[src/rtl/fpro_bus_master.sv]
// FPro bus master: command FIFO feeding an FSM that issues registered mmio
// write cycles and read bursts. Optional write acknowledge: FPRO_MASTER_WR_ACK_EN.
module fpro_bus_master #(
  parameter int FIFO_DEPTH = 4
) (
  input  logic        clk,
  input  logic        reset,
  input  logic        cmd_valid,
  output logic        cmd_ready,
  input  logic        cmd_wr,
  input  logic [20:0] cmd_addr,
  input  logic [31:0] cmd_wdata,
  input  logic [3:0]  cmd_len,
  output logic        rsp_valid,
  input  logic        rsp_ready,
  output logic [31:0] rsp_rdata,
  output logic        rsp_last,
  output logic        busy,
  output logic        mmio_cs,
  output logic        mmio_wr,
  output logic        mmio_rd,
  output logic [20:0] mmio_addr,
  output logic [31:0] mmio_wr_data,
  input  logic [31:0] mmio_rd_data
);

  localparam int AW = $clog2(FIFO_DEPTH);
  localparam logic [AW:0] DEPTH_L = FIFO_DEPTH[AW:0];

  typedef struct packed {
    logic        wr;
    logic [20:0] addr;
    logic [31:0] wdata;
    logic [3:0]  len;
  } cmd_t;

  typedef enum logic [1:0] {IDLE, WRITE, READ, WAIT_RSP} state_t;

  cmd_t          mem [FIFO_DEPTH];
  cmd_t          head;
  logic [AW-1:0] wptr, rptr;
  logic [AW:0]   cnt;
  logic          push, pop, empty, full;

  state_t        state, state_n;
  logic          next_cmd, launch_wr, launch_rd, capture;
  logic [20:0]   launch_addr;
  logic [20:0]   cur_addr;
  logic [3:0]    cur_len, beat;
`ifdef FPRO_MASTER_WR_ACK_EN
  logic          wr_ack;
`endif

  // ---------------- command FIFO ----------------
  assign empty     = (cnt == '0);
  assign full      = (cnt == DEPTH_L);
  assign cmd_ready = !full && !reset;
  assign push      = cmd_valid && cmd_ready;
  assign head      = mem[rptr];

  always_ff @(posedge clk) begin
    if (push) mem[wptr] <= '{wr: cmd_wr, addr: cmd_addr, wdata: cmd_wdata, len: cmd_len};
  end

  always_ff @(posedge clk) begin
    if (reset) begin
      wptr <= '0;
      rptr <= '0;
      cnt  <= '0;
    end else begin
      if (push) wptr <= wptr + 1'b1;
      if (pop)  rptr <= rptr + 1'b1;
      case ({push, pop})
        2'b10:   cnt <= cnt + 1'b1;
        2'b01:   cnt <= cnt - 1'b1;
        default: cnt <= cnt;
      endcase
    end
  end

  // ---------------- sequencer ----------------
  always_ff @(posedge clk) begin
    if (reset) state <= IDLE;
    else       state <= state_n;
  end

  always_comb begin
    state_n     = state;
    next_cmd    = 1'b0;
    pop         = 1'b0;
    launch_wr   = 1'b0;
    launch_rd   = 1'b0;
    launch_addr = cur_addr;
    capture     = 1'b0;
`ifdef FPRO_MASTER_WR_ACK_EN
    wr_ack      = 1'b0;
`endif
    case (state)
      IDLE: next_cmd = 1'b1;
      WRITE: begin
`ifdef FPRO_MASTER_WR_ACK_EN
        wr_ack  = 1'b1;
        state_n = WAIT_RSP;
`else
        // no ack: chain straight into the next command for back-to-back writes
        next_cmd = 1'b1;
`endif
      end
      READ: begin
        capture = 1'b1;
        state_n = WAIT_RSP;
      end
      WAIT_RSP: begin
        if (rsp_ready) begin
          if (rsp_last) next_cmd = 1'b1;
          else begin
            // next beat: only the register field advances, wrapping within the slot
            launch_rd   = 1'b1;
            launch_addr = {cur_addr[20:5], cur_addr[4:0] + 5'd1};
            state_n     = READ;
          end
        end
      end
      default: state_n = IDLE;
    endcase

    if (next_cmd) begin
      if (!empty) begin
        pop         = 1'b1;
        launch_addr = head.addr;
        if (head.wr) begin
          launch_wr = 1'b1;
          state_n   = WRITE;
        end else begin
          launch_rd = 1'b1;
          state_n   = READ;
        end
      end else begin
        state_n = IDLE;
      end
    end
  end

  // ---------------- registered bus and response ----------------
  always_ff @(posedge clk) begin
    if (reset) begin
      mmio_cs      <= 1'b0;
      mmio_wr      <= 1'b0;
      mmio_rd      <= 1'b0;
      mmio_addr    <= '0;
      mmio_wr_data <= '0;
      cur_addr     <= '0;
      cur_len      <= '0;
      beat         <= '0;
      rsp_valid    <= 1'b0;
      rsp_rdata    <= '0;
      rsp_last     <= 1'b0;
    end else begin
      mmio_cs <= launch_wr || launch_rd;
      mmio_wr <= launch_wr;
      mmio_rd <= launch_rd;
      if (launch_wr || launch_rd) begin
        mmio_addr <= launch_addr;
        cur_addr  <= launch_addr;
      end
      if (launch_wr) mmio_wr_data <= head.wdata;
      if (pop) begin
        cur_len <= head.len;
        beat    <= '0;
      end else if (launch_rd) begin
        beat <= beat + 4'd1;
      end

      if (capture) begin
        rsp_valid <= 1'b1;
        rsp_rdata <= mmio_rd_data;
        rsp_last  <= (beat == cur_len);
      end
`ifdef FPRO_MASTER_WR_ACK_EN
      else if (wr_ack) begin
        rsp_valid <= 1'b1;
        rsp_rdata <= '0;
        rsp_last  <= 1'b1;
      end
`endif
      else if (rsp_valid && rsp_ready) begin
        rsp_valid <= 1'b0;
        rsp_last  <= 1'b0;
      end
    end
  end

  assign busy = !empty || (state != IDLE) || rsp_valid;

endmodule

[config.mk]
export PLATFORM = sky130hd
export DESIGN_NAME = fpro_bus_master
export DESIGN_NICKNAME = d
export VERILOG_FILES = /design/src/rtl/fpro_bus_master.sv
export SDC_FILE = /design/constraint.sdc
export NUM_CORES = 1
export LEC_CHECK = 0
export BUFFER_PORTS_ARGS = -buffer_cell sky130_fd_sc_hd__buf_4
export CORE_ASPECT_RATIO = 0.8
export CORE_MARGIN = 2
export CORE_UTILIZATION = 43
export DETAILED_ROUTE_END_ITERATION = 8
export HOLD_SLACK_MARGIN = 0.02
export MAX_ROUTING_LAYER = met4
export PLACE_DENSITY = 0.73
export SLEW_MARGIN = 5
export SYNTH_ARGS = -nofsm -noshare
export SYNTH_HDL_FRONTEND = slang
export SYNTH_SLANG_ARGS = --single-unit
[constraint.sdc]
create_clock -name clk -period 4.8 [get_ports clk]
set_clock_uncertainty 0.2 [all_clocks]
set_input_delay 0.24 -clock clk [delete_from_list [all_inputs] [get_ports clk]]
set_output_delay 0.24 -clock clk [all_outputs]
set_load 0.03 [all_outputs]
* After elaboration in Yosys (flattened, before gate mapping)
Memories as Yosys holds them, arrays and structs flattened. A register that Yosys moved wholly into a read port is not among the register bits.
Index checks and enable logic that the tools add are counted.
** Storage, ports and cells
- Register bits after elaboration :: 107
- Bits in writable memories :: 232
- Input bits :: 94
- Output and inout bits :: 92
- Logic and storage cells :: 82
- Memories :: 1
** Memory list
- mem :: depth 4, bits a word 58, read ports 1, clocked after memory_dff 1, wr ports 1, RTL line 39 : cmd_t mem [FIFO_DEPTH];
** Cells by class
- Add/sub/neg operators :: 6
- Equal/unequal tests :: 9
- Multiplexer cells :: 34
- Reductions and logical operators :: 18
** Operator list (count)
- $mux 21 :: 2
- $mux 1 :: 19
- $mux 5 :: 3
- $mux 2 :: 7
- $eq 2x2->1 const B :: 3
- $ne 3x3->1 const B :: 2
- $pmux 3 s2 :: 1
- $reduce_bool 2->1 :: 3
- $add 5x1->5 const B :: 1
- $add 2x1->2 const B :: 2
- $add 4x1->4 const B :: 1
- $eq 2x1->1 const B :: 2
- $eq 4x4->1 :: 1
- $pmux 2 s2 :: 1
- $reduce_or 2->1 :: 2
- $add 3x1->3 const B :: 1
- $eq 3x3->1 const B :: 1
- $logic_and 1x1->1 :: 3
- $logic_not 1->1 :: 3
- $logic_not 3->1 :: 1
- $logic_or 1x1->1 :: 3
- $reduce_and 3->1 :: 1
- $reduce_bool 3->1 :: 1
- $sub 3x1->3 const B :: 1
- 2 further kinds :: 2

* Longest topological paths before layout
Gate-level depths: netlist of run 1.
- Word-level depth :: 7
- Gate-level depth with buffers :: 11
- Depth with buffers taken out :: 9

* Least setup slack after synthesis of run 1
Ideal clock, no wire load.
- Path kind :: register -> register
- From :: reg cnt[0]
- To :: mem mem[0][0] (netlist bit) (enable)
- Library setup time :: 0.422 ns
- Data arrival time :: 2.288 ns
- Required time :: 4.178 ns
- Path slack :: 1.890 ns
- Stages on the path, launching flop included :: 4
- Buffers on the path :: 0
- Period minus slack after synthesis :: 2.910 ns
- Cell sequence :: dfxtp_1 nor2_1 a211oi_2 and2_1
** Between the ends
- Word-level cells in the longest chain between the ends :: 6
** RTL lines
- start, declared :: RTL line 42 : logic [AW:0] cnt;
- start signal, assigned :: RTL line 74 : 2'b10: cnt <= cnt + 1'b1;
- start signal, assigned :: RTL line 75 : 2'b01: cnt <= cnt - 1'b1;
- start signal, assigned :: RTL line 76 : default: cnt <= cnt;
- $eq 3x3->1 :: RTL line 56 : assign full = (cnt == DEPTH_L);
- $logic_not 1->1 :: RTL line 57 : assign cmd_ready = !full && !reset;
- $logic_and 1x1->1 :: RTL line 57
- $logic_and 1x1->1 :: RTL line 58 : assign push = cmd_valid && cmd_ready;
- $mux 1 :: RTL line 62 : if (push) mem[wptr] <= '{wr: cmd_wr, addr: cmd_addr, wdata: cmd_wdata, len: cmd_len};
- $mux 1 (implied by the code) :: RTL line 62
- end, declared :: RTL line 39
Every way passes these cells.

* Final worst setup path of run 1
- From :: reg state[0]
- To :: reg cnt[2]
** Between the ends
- Word-level cells in the longest chain between the ends :: 6
- Elaborated cells on any way between the ends :: 10
- Classes of those cells :: eq/ne (4); mux (3); reduce/logical (3)
** RTL lines
- start, declared :: RTL line 45 : state_t state, state_n;
- start signal, assigned :: RTL line 84 : else state <= state_n;
- $eq 2x1->1 / $logic_not 2->1 (equally long branches) :: RTL line 98 : case (state)
- $reduce_or 2->1 (no line)
- $pmux 1 s2 (*) :: RTL line 98
- $mux 1 (*) :: RTL line 127 : if (next_cmd) begin
- $eq 2x1->1 / $eq 2x2->1 (equally long branches) :: RTL line 73 : case ({push, pop})
- $pmux 3 s2 / $reduce_bool 2->1 (equally long branches)
Every way passes the cells marked *; elsewhere a longest branch is shown, timed or not.
A chain may end at the register's enable or synchronous reset.

==> results of run 1 <==
## metrics by stage
stage | setup slack, ns | instances
floorplan | 1.89 | 802
CTS | 1.92 | 1489
global placement | 2.04 | 1319
global route | 1.77 | 1489
detailed placement | 1.94 | 1319
finish | 1.91 | 1489
## metal layers
layer / part of all wire / routed length (microns) / up-vias
met5: 0 / 0 / -
met1: 0.44 / 12300 / 3769
met2: 0.49 / 13600 / 239
met4: 0.015 / 426 / 0
li1: - / - / 3536
met3: 0.061 / 1700 / 39
## state kept, by name (all words and copies together) (netlist names), named ones only
name,cells
beat,4
cnt,3
cur_addr,21
cur_len,4
mem,232
mmio_cs,1
mmio_rd,1
mmio_wr,1
mmio_wr_data,32
rptr,2
rsp_last,1
rsp_rdata,32
rsp_valid,1
state,2
wptr,2
## logic make-up after synthesis
family          Yosys count  synth area share
flops                   341             0.732
simple gates            218            0.0716
compound gates          105            0.0494
mux                      59             0.105
buf+inv                  55            0.0214
xor+xnor                 16            0.0112
fa+ha+maj                 8           0.00861
## how the worst min path moves through the flow
stage	slack (ns)	cells past startpoint	to	start
finish	0.25	2	mmio_wr_data[18]	mmio_wr_data[18]
global route	0.27	2	mem[3][31]	cmd_wdata[27]
CTS	0.25	2	mem[3][31]	cmd_wdata[27]
detailed placement	0.25	1	mem[2][50]	cmd_addr[14]
global placement	0.24	1	mem[3][50]	cmd_addr[14]
floorplan	0.14	0	mem[0][0]	cmd_len[0]
## cell usage in the layout, fill, tap and decap left out, types with 2 or more instances in the layout
cell           count
a211oi_1           4
a21oi_1           82
a21oi_2           10
and2_4             4
buf_4            193
bufinv_16          4
clkbuf_1           7
clkbuf_16         39
clkbuf_8           4
clkinv_1           3
clkinv_2           7
dfxtp_1          107
dfxtp_4            2
dlygate4sd3_1    104
edfxtp_1         232
ha_1               7
inv_1              8
inv_6              2
mux4_2            58
nand2_1          168
nand2_2            9
nand2b_1           2
nand3_1            2
nand4_1            3
nor2_1            17
nor3_1             5
or3_1              3
xnor2_1            4
xor2_1            12
## report_power, final
part	internal (uW)	leakage (uW)	switching, uW	total, uW
sequential	3520	0.00300	234	3750
combinational	963	0.00230	1460	2420
clock	1760	0.000615	1100	2860
total	6240	0.00591	2790	9040
## critical path: cells and delay by family, from the launching register on
family | cells | cell delay (ns)
flip-flops | 1 | 0.43
XOR/XNOR | 1 | 0.16
AO/OA/AOI/OAI | 2 | 0.23
buffers and inverters | 2 | 0.50
AND/OR/NAND/NOR | 2 | 0.61
adder cells (fa/ha/maj) | 2 | 0.68
## layout make-up
cell class	instances	share of cell area
clock buffer	50	0.0642
timing repair buffer	297	0.151
sequential	341	0.556
tap	370	0.0281
multi-input combinational	406	0.187
clock inverter	16	0.0112
inverter	9	0.00205
==> impl_metrics.json, run 1 <==
{
  "status": "finished clean",
  "synth_common_cells": "edfxtp_1, nand2_1, dfxtp_1",
  "cts_num_sinks": 341,
  "cts_resized": 0,
  "postCtsHoldBufs": 104,
  "synth.most_common_cell": "edfxtp_1",
  "placed_area_sq_um": 14200,
  "power_density_nw_per_um2": 549,
  "drv_cap": 0,
  "multi_input_area_sq_um": 3090,
  "area_delta_synth_final_pct": 31.9,
  "fin_setup_tns_ns": 0,
  "root_buffer": "clkbuf_16",
  "core-area_sq_um": 28400,
  "grt_pass1_wl_microns": 43800,
  "crit_start": "state[0]",
  "grt_use_met2": 0.311,
  "path_class": "register to register",
  "io_buffers": 185,
  "synth-edff-count": 232,
  "rsz0062_at_grt": "false",
  "setup_viol": 0,
  "io-pin-count": 186,
  "post_cts_buffers": 0,
  "cp-start-kind": "register",
  "cp.required_ns": 5.03,
  "critPathArrivalTime_ns": 3.12,
  "clockBufferDepth": 3,
  "nFillCells": 2197,
  "hold-worst-slack_ns": 0.254,
  "start_util": 0.440,
  "synth_flop_cell": "edfxtp_1",
  "die_x_microns": 195,
  "overflow": 0,
  "yosys.area.top_type": "edfxtp_1",
  "synth_area_leaders": "edfxtp_1, dfxtp_1, mux4_2",
  "ys_ff_latch": 341,
  "syn-cell-area_sq_um": 12500,
  "slowest_delay_ns": 0.43,
  "endpoint": "cnt[2]",
  "seq_area_sq_um": 9160,
  "diodes": 0,
  "cts_tree": "done",
  "p_leak_uw": 0.00591,
  "synth_top_area_frac": 0.558,
  "drive_gt1_frac": 0.301,
  "grt_pass1_vias": 7859,
  "wl_microns": 27900,
  "power.total_uw": 9040,
  "cp_cell_sequence": "and3_1 > o21ai_2 > inv_2 > ha_1 > inv_1 > fa_1 > xor2_1 > or3_1 > a21oi_1",
  "drv_slew": 0,
  "h-tree-depth": 2,
  "viasPerCell": 5.09,
  "use_met3": 0.0397,
  "worstReg2RegEnd": "cnt[2]",
  "netlist_instances": 802,
  "synth.net_count": 904,
  "drt_iter0_drc": 528,
  "grt_usage": 0.191,
  "busiest_layer": "met2",
  "drc": 0,
  "first_pass_iters": 5,
  "layout.nets": 1193,
  "fp.dieH_microns": 156,
  "ff2ff_setup_slack_ns": 1.91,
  "grt_max_degree": 78,
  "endpoint_kind": "register",
  "dpl.hpwl_microns": 15300,
  "vias": 7583,
  "cts_made_buffers": 36,
  "r2r_start": "state[0]",
  "syn-mean-instance-area_sq_um": 15.6,
  "ant_nets": 0,
  "min_path_type": "register to register",
  "clk_pin_slew_worst_paths_ns": 0.06,
  "hold_viol": 0,
  "place_congestion": 0.706,
  "synth-seq-area-share": 0.732,
  "slew_headroom": 0.345,
  "synth.distinct_cells": 42,
  "clk_latency_ns": 0.50,
  "design_area_sq_um": 16500,
  "antenna_found_initial": 0,
  "fmax_mhz": 347,
  "cp_slowest_cell": "dfxtp_1",
  "tightest_slew_ns": 0.983,
  "drt-wirelength-per-cell_microns": 18.8,
  "crit_fanout": 26,
  "worst_ir_drop_vdd_mv": 0.406,
  "use_met1": 0.249,
  "rows": 55,
  "synthArstFlopShare": 0,
  "reg2regPathDepth": 9,
  "min_period_over_period": 0.601,
  "ys_warn_count": 0,
  "utilization": 0.580,
  "period_minus_slack_ns": 2.89,
  "dieArea_sq_um": 30400
}
Power figures use the tool's default switching activity.
==> run 2, diff against run 1 <==
--- a/config.mk
+++ b/config.mk
@@ -5,6 +5,7 @@
 export SDC_FILE = /design/constraint.sdc
 export NUM_CORES = 1
 export LEC_CHECK = 0
+export ABC_AREA = 1
 export BUFFER_PORTS_ARGS = -buffer_cell sky130_fd_sc_hd__buf_4
 export CORE_ASPECT_RATIO = 0.8
 export CORE_MARGIN = 2
@@ -12,7 +13,7 @@
 export DETAILED_ROUTE_END_ITERATION = 8
 export HOLD_SLACK_MARGIN = 0.02
 export MAX_ROUTING_LAYER = met4
-export PLACE_DENSITY = 0.73
+export PLACE_DENSITY = 0.75
 export SLEW_MARGIN = 5
 export SYNTH_ARGS = -nofsm -noshare
 export SYNTH_HDL_FRONTEND = slang
==> constraint.sdc (replaced) <==
create_clock -name clk -period 2.39 [get_ports clk]
set_clock_uncertainty 0.2 [all_clocks]
set_input_delay 0.1195 -clock clk [delete_from_list [all_inputs] [get_ports clk]]
set_output_delay 0.1195 -clock clk [all_outputs]
set_load 0.03 [all_outputs]
==> run 2 against run 1 <==
Compared with the run above: combinational power grew to 3.0 times the previous value; via count is 20% higher; wire length increased by 6.2%; non-clock buffer count rose by 6; final cell count grew 19%; power grew 120%; first-iteration DRC count increased by 7.2%; worst setup slack worse by 1.7 ns; maximum frequency grew 34%; worst hold slack worse by 0.099 ns; critical endpoint unchanged; largest cell class unchanged.
==> impl_metrics.json, run 2 <==
{
  "status": "finished clean",
  "worst_slack_ns": 0.242,
  "h-tree-depth": 2,
  "ant_nets": 0,
  "synth_area_leaders": "edfxtp_1, dfxtp_1, nor2_1",
  "p_leak_uw": 0.00629,
  "overflow": 0,
  "area_delta_synth_final_pct": 30.9,
  "cp_top_family": "compound AO/OA/AOI/OAI gates",
  "cp_slowest_cell": "fa_1",
  "final_cells": 1777,
  "viasPerCell": 5.10,
  "cts_num_sinks": 341,
  "final_common_cell": "nor2_1",
  "endpoint_kind": "register",
  "min_path_type": "primary input to register",
  "drive_gt1_frac": 0.200,
  "clk_latency_ns": 0.50,
  "grt_usage": 0.195,
  "grt_max_degree": 99,
  "cp-start-kind": "register",
  "path_class": "register to register",
  "top_register": "mem",
  "drv_slew": 0,
  "post_cts_buffers": 0,
  "io_buffers": 185,
  "critPathArrivalTime_ns": 2.34,
  "hold_viol": 0,
  "fin_setup_tns_ns": 0,
  "top_regs": "mem (232), mmio_wr_data (32), rsp_rdata (32)",
  "period_minus_slack_ns": 2.15,
  "cts_resized": 0,
  "first_pass_iters": 5,
  "io-pin-count": 186,
  "power_density_nw_per_um2": 1230,
  "ys_ff_latch": 341,
  "synth-edff-count": 232,
  "root_buffer": "clkbuf_16",
  "cp.required_ns": 2.58,
  "cts_tree": "done",
  "tightest_slew_ns": 1.03,
  "min_period_over_period": 0.899,
  "synth.net_count": 1200,
  "drt_iter0_drc": 566,
  "grt_pass1_wl_microns": 45800,
  "antenna_found_initial": 2,
  "synth.distinct_cells": 34,
  "yosys.area.top_type": "edfxtp_1",
  "vias": 9066,
  "crit_fanout": 3,
  "layout.nets": 1475,
  "wl_microns": 29700,
  "cp_cell_sequence": "nand2_1 > o21ai_2 > nand2_2 > inv_2 > ha_1 > inv_1 > fa_1 > a21oi_1 > o21ai_0 > o21ai_0 > a21oi_1",
  "syn-mean-instance-area_sq_um": 11.5,
  "post-place-ws_ns": 0.283,
  "die_x_microns": 196,
  "cts_made_buffers": 35,
  "fp.dieH_microns": 157,
  "dp.cells": 1619,
  "start_util": 0.434,
  "final_cell_mix": "nor2_1, edfxtp_1, buf_4",
  "rows": 56,
  "syn-cell-area_sq_um": 12600,
  "path_buf_inv": 2,
  "synth.most_common_cell": "nor2_1",
  "largest_reg_flops": 232,
  "fmax_mhz": 466,
  "synth_common_cells": "nor2_1, edfxtp_1, o21ai_0",
  "clockBufferDepth": 3,
  "hold-worst-slack_ns": 0.155,
  "synth-seq-area-share": 0.724,
  "ys_warn_count": 0,
  "rsz0062_at_grt": "false",
  "postCtsHoldBufs": 94,
  "dieArea_sq_um": 30800,
  "dpl.hpwl_microns": 17300,
  "drv_cap": 0,
  "slew_headroom": 0.315,
  "worst_ir_drop_vdd_mv": 0.698,
  "setup_viol": 0,
  "netlist_instances": 1098,
  "synth_top_area_frac": 0.551,
  "drc": 0,
  "clk_pin_slew_worst_paths_ns": 0.06,
  "synthArstFlopShare": 0,
  "slowest_delay_ns": 0.37,
  "drt-wirelength-per-cell_microns": 16.7,
  "place_congestion": 0.801,
  "grt_pass1_vias": 8743,
  "core-area_sq_um": 29100,
  "synth_flop_cell": "edfxtp_1"
}
==> run 2: changes by cell type in the layout (fill, tap and decap cells not counted), moves of 19 or more <==
cell	previous run	this run
mux4_2	58	0
o21ai_0	1	189
a21oi_1	82	20
o21ai_1	0	19
nor2_1	17	295
nand2_1	168	39
o22ai_1	0	55
==> run 2: final cells by class <==
class,count,area (sq um)
clock inverters,16,163
clock buffers,46,947
well taps,377,472
fillers,2371,12600
diodes,2,5.00
multi-input cells,662,3120
flip-flops and latches,341,9160
inverters,30,115
repair buffers,303,2570
==> run 2: power breakdown <==
| part | internal, uW | total, uW | switching, uW | leakage [uW] |
|---|---|---|---|---|
| combinational | 2400 | 7180 | 4780 | 0.00274 |
| clock | 3120 | 5270 | 2140 | 0.000542 |
| sequential | 7310 | 7870 | 557 | 0.00301 |
==> run 2: metal layers <==
layer	global-route usage	up-vias	share of wire
met4	0.0527	0	0.016
li1	-	4409	-
met2	0.329	258	0.48
met1	0.244	4356	0.45
met3	0.0371	43	0.058
met5	-	-	0
==> run 2: logic make-up after synthesis <==
group,count (synthesis),share of synthesized area
fa+ha+maj,8,0.00851
buf+inv,95,0.0340
xor+xnor,2,0.00139
simple gates,365,0.113
flops,341,0.724
compound gates,287,0.120
==> run 2: stage by stage <==
| step | total power, uW | instance area [sq um] | util |
|---|---|---|---|
| CTS | 20500 | 16500 | 0.568 |
| global route | 21500 | 16500 | 0.568 |
| floorplan | 12600 | 12700 | - |
| detailed placement | 15000 | 14500 | 0.497 |
| finish | 20300 | 16500 | 0.568 |
| global placement | 14800 | 14500 | 0.497 |
==> run 2: worst register-to-register path, cell delays in order (launching register included) <==
cell,delay [ns]
dfxtp_1,0.34
nand2_1,0.09
o21ai_2,0.21
nand2_2,0.09
inv_2,0.07
ha_1,0.14
inv_1,0.07
fa_1,0.37
a21oi_1,0.14
o21ai_0,0.11
o21ai_0,0.16
a21oi_1,0.05
==> run 2: worst paths after layout <==
path | start | to | slack, ns | cells past startpoint
setup reg to reg | state[0] | cnt[2] | 0.24 | 11
hold / removal | cmd_addr[5] | mem[1][41] | 0.15 | 2
setup / recovery | state[0] | cnt[2] | 0.24 | 11
hold reg to reg | cnt[0] | cnt[0] | 0.25 | 1
==> run 3, diff against run 2 <==
--- a/config.mk
+++ b/config.mk
@@ -12,7 +12,6 @@
 export CORE_UTILIZATION = 43
 export DETAILED_ROUTE_END_ITERATION = 8
 export HOLD_SLACK_MARGIN = 0.02
-export MAX_ROUTING_LAYER = met4
 export PLACE_DENSITY = 0.75
 export SLEW_MARGIN = 5
 export SYNTH_ARGS = -nofsm -noshare
==> run 3 against run 2 <==
Compared with the run above: critical path depth did not move; wire length fell by 0.54%; design area did not move; highest routed layer unchanged; final cell count did not move; register-to-register slack barely moved; sequential share of layout area did not move; core utilization did not move; clock-buffer cell count did not move; maximum frequency rose by 0.23%; global-route usage fell by 0.59 points; combinational power barely moved; critical endpoint unchanged; clock power barely moved.
==> impl_metrics.json, run 3 (same netlist as run 2, synthesis figures left out) <==
{
  "path_class": "register to register",
  "root_buffer": "clkbuf_16",
  "cp_cell_sequence": "nand2_1 > o21ai_2 > nand2_2 > inv_2 > ha_1 > inv_1 > fa_1 > a21oi_1 > o21ai_0 > o21ai_0 > a21oi_1",
  "post-place-ws_ns": 0.283,
  "first_pass_iters": 5,
  "nFillCells": 2371,
  "io-pin-count": 186,
  "cts_tree": "done",
  "grt_usage": 0.189,
  "grt_pass1_vias": 8752,
  "layout.nets": 1475,
  "postCtsHoldBufs": 94,
  "drive_gt1_frac": 0.200,
  "fin_setup_tns_ns": 0,
  "final_cells": 1777,
  "ant_nets": 0,
  "critPathArrivalTime_ns": 2.33,
  "top_regs": "mem (232), mmio_wr_data (32), rsp_rdata (32)",
  "clockBufferDepth": 3,
  "cts_made_buffers": 35,
  "overflow": 0,
  "min_period_over_period": 0.897,
  "place_congestion": 0.790,
  "top_register": "mem",
  "tightest_slew_ns": 1.03,
  "crit_fanout": 3,
  "drv_cap": 0,
  "p_leak_uw": 0.00629,
  "drv_slew": 0,
  "final_common_cell": "nor2_1",
  "dpl.hpwl_microns": 17300,
  "h-tree-depth": 2,
  "fp.dieH_microns": 157,
  "rows": 56,
  "worst_slack_ns": 0.247,
  "die_x_microns": 196,
  "final_cell_mix": "nor2_1, edfxtp_1, buf_4",
  "vias": 9042,
  "status": "finished clean",
  "setup_viol": 0,
  "start_util": 0.434,
  "cts_resized": 0,
  "cts_num_sinks": 341,
  "largest_reg_flops": 232,
  "wl_microns": 29500,
  "core-area_sq_um": 29100,
  "dp.cells": 1619,
  "utilization": 0.568,
  "endpoint_kind": "register",
  "hold_viol": 0,
  "drc": 0,
  "viasPerCell": 5.09,
  "rsz0062_at_grt": "false",
  "min_path_type": "primary input to register",
  "power_density_nw_per_um2": 1230,
  "cp_top_family": "compound AO/OA/AOI/OAI gates",
  "grt_pass1_wl_microns": 45800,
  "clk_latency_ns": 0.50,
  "period_minus_slack_ns": 2.14,
  "cp.required_ns": 2.58,
  "fmax_mhz": 467,
  "io_buffers": 185,
  "clk_pin_slew_worst_paths_ns": 0.06,
  "post_cts_buffers": 0,
  "drt-wirelength-per-cell_microns": 16.6,
  "antenna_found_initial": 2,
  "slew_headroom": 0.315,
  "dieArea_sq_um": 30800,
  "slowest_delay_ns": 0.37,
  "worst_ir_drop_vdd_mv": 0.699,
  "path_buf_inv": 2,
  "drt_iter0_drc": 543,
  "cp_slowest_cell": "fa_1",
  "area_delta_synth_final_pct": 30.9,
  "cp-start-kind": "register",
  "grt_max_degree": 99
}
## run 3: cell counts in the layout (fill, tap and decap cells not counted)
No cell type changed its count.
## run 3: final cells by class
cell class                      count  area [sq um]  share of cell area
Clock buffer                       46           947              0.0572
Timing Repair Buffer              303          2570               0.155
Inverter                           30           115             0.00696
Tap cell                          377           472              0.0285
Clock inverter                     16           163             0.00983
Multi-Input combinational cell    662          3120               0.188
Antenna cell                        2          5.00            0.000302
Sequential cell                   341          9160               0.553
## run 3: final timing paths
kind,startpoint,to,slack (ns),cells past startpoint
max,state[0],cnt[2],0.25,11
min,cmd_addr[5],mem[1][41],0.16,2
max reg2reg,state[0],cnt[2],0.25,11
min reg2reg,cnt[0],cnt[0],0.25,1
## run 3: routing by layer
metal  part of all wire  up-vias  track usage
met4              0.016        0       0.0527
met1               0.45     4355        0.242
met2               0.48      237        0.329
met3              0.053       40       0.0384
met5                  0        -            0
li1                   -     4410            -
## run 3: per-stage QoR
stage                     cell area (sq um)  total power, uW  hold WS, ns
after floorplan                       12700            12600       0.0184
after global placement                14500            14800        0.121
after detailed placement              14500            15000        0.123
after CTS                             16500            20500        0.128
after global routing                  16500            21500        0.140
final                                 16500            20300        0.157
## run 3: power breakdown
group	switching (uW)	total, uW	internal (uW)	leakage, uW
clock network	2140	5260	3120	0.000542
registers	556	7860	7310	0.00301
logic	4780	7180	2400	0.00274
total	7480	20300	12800	0.00629
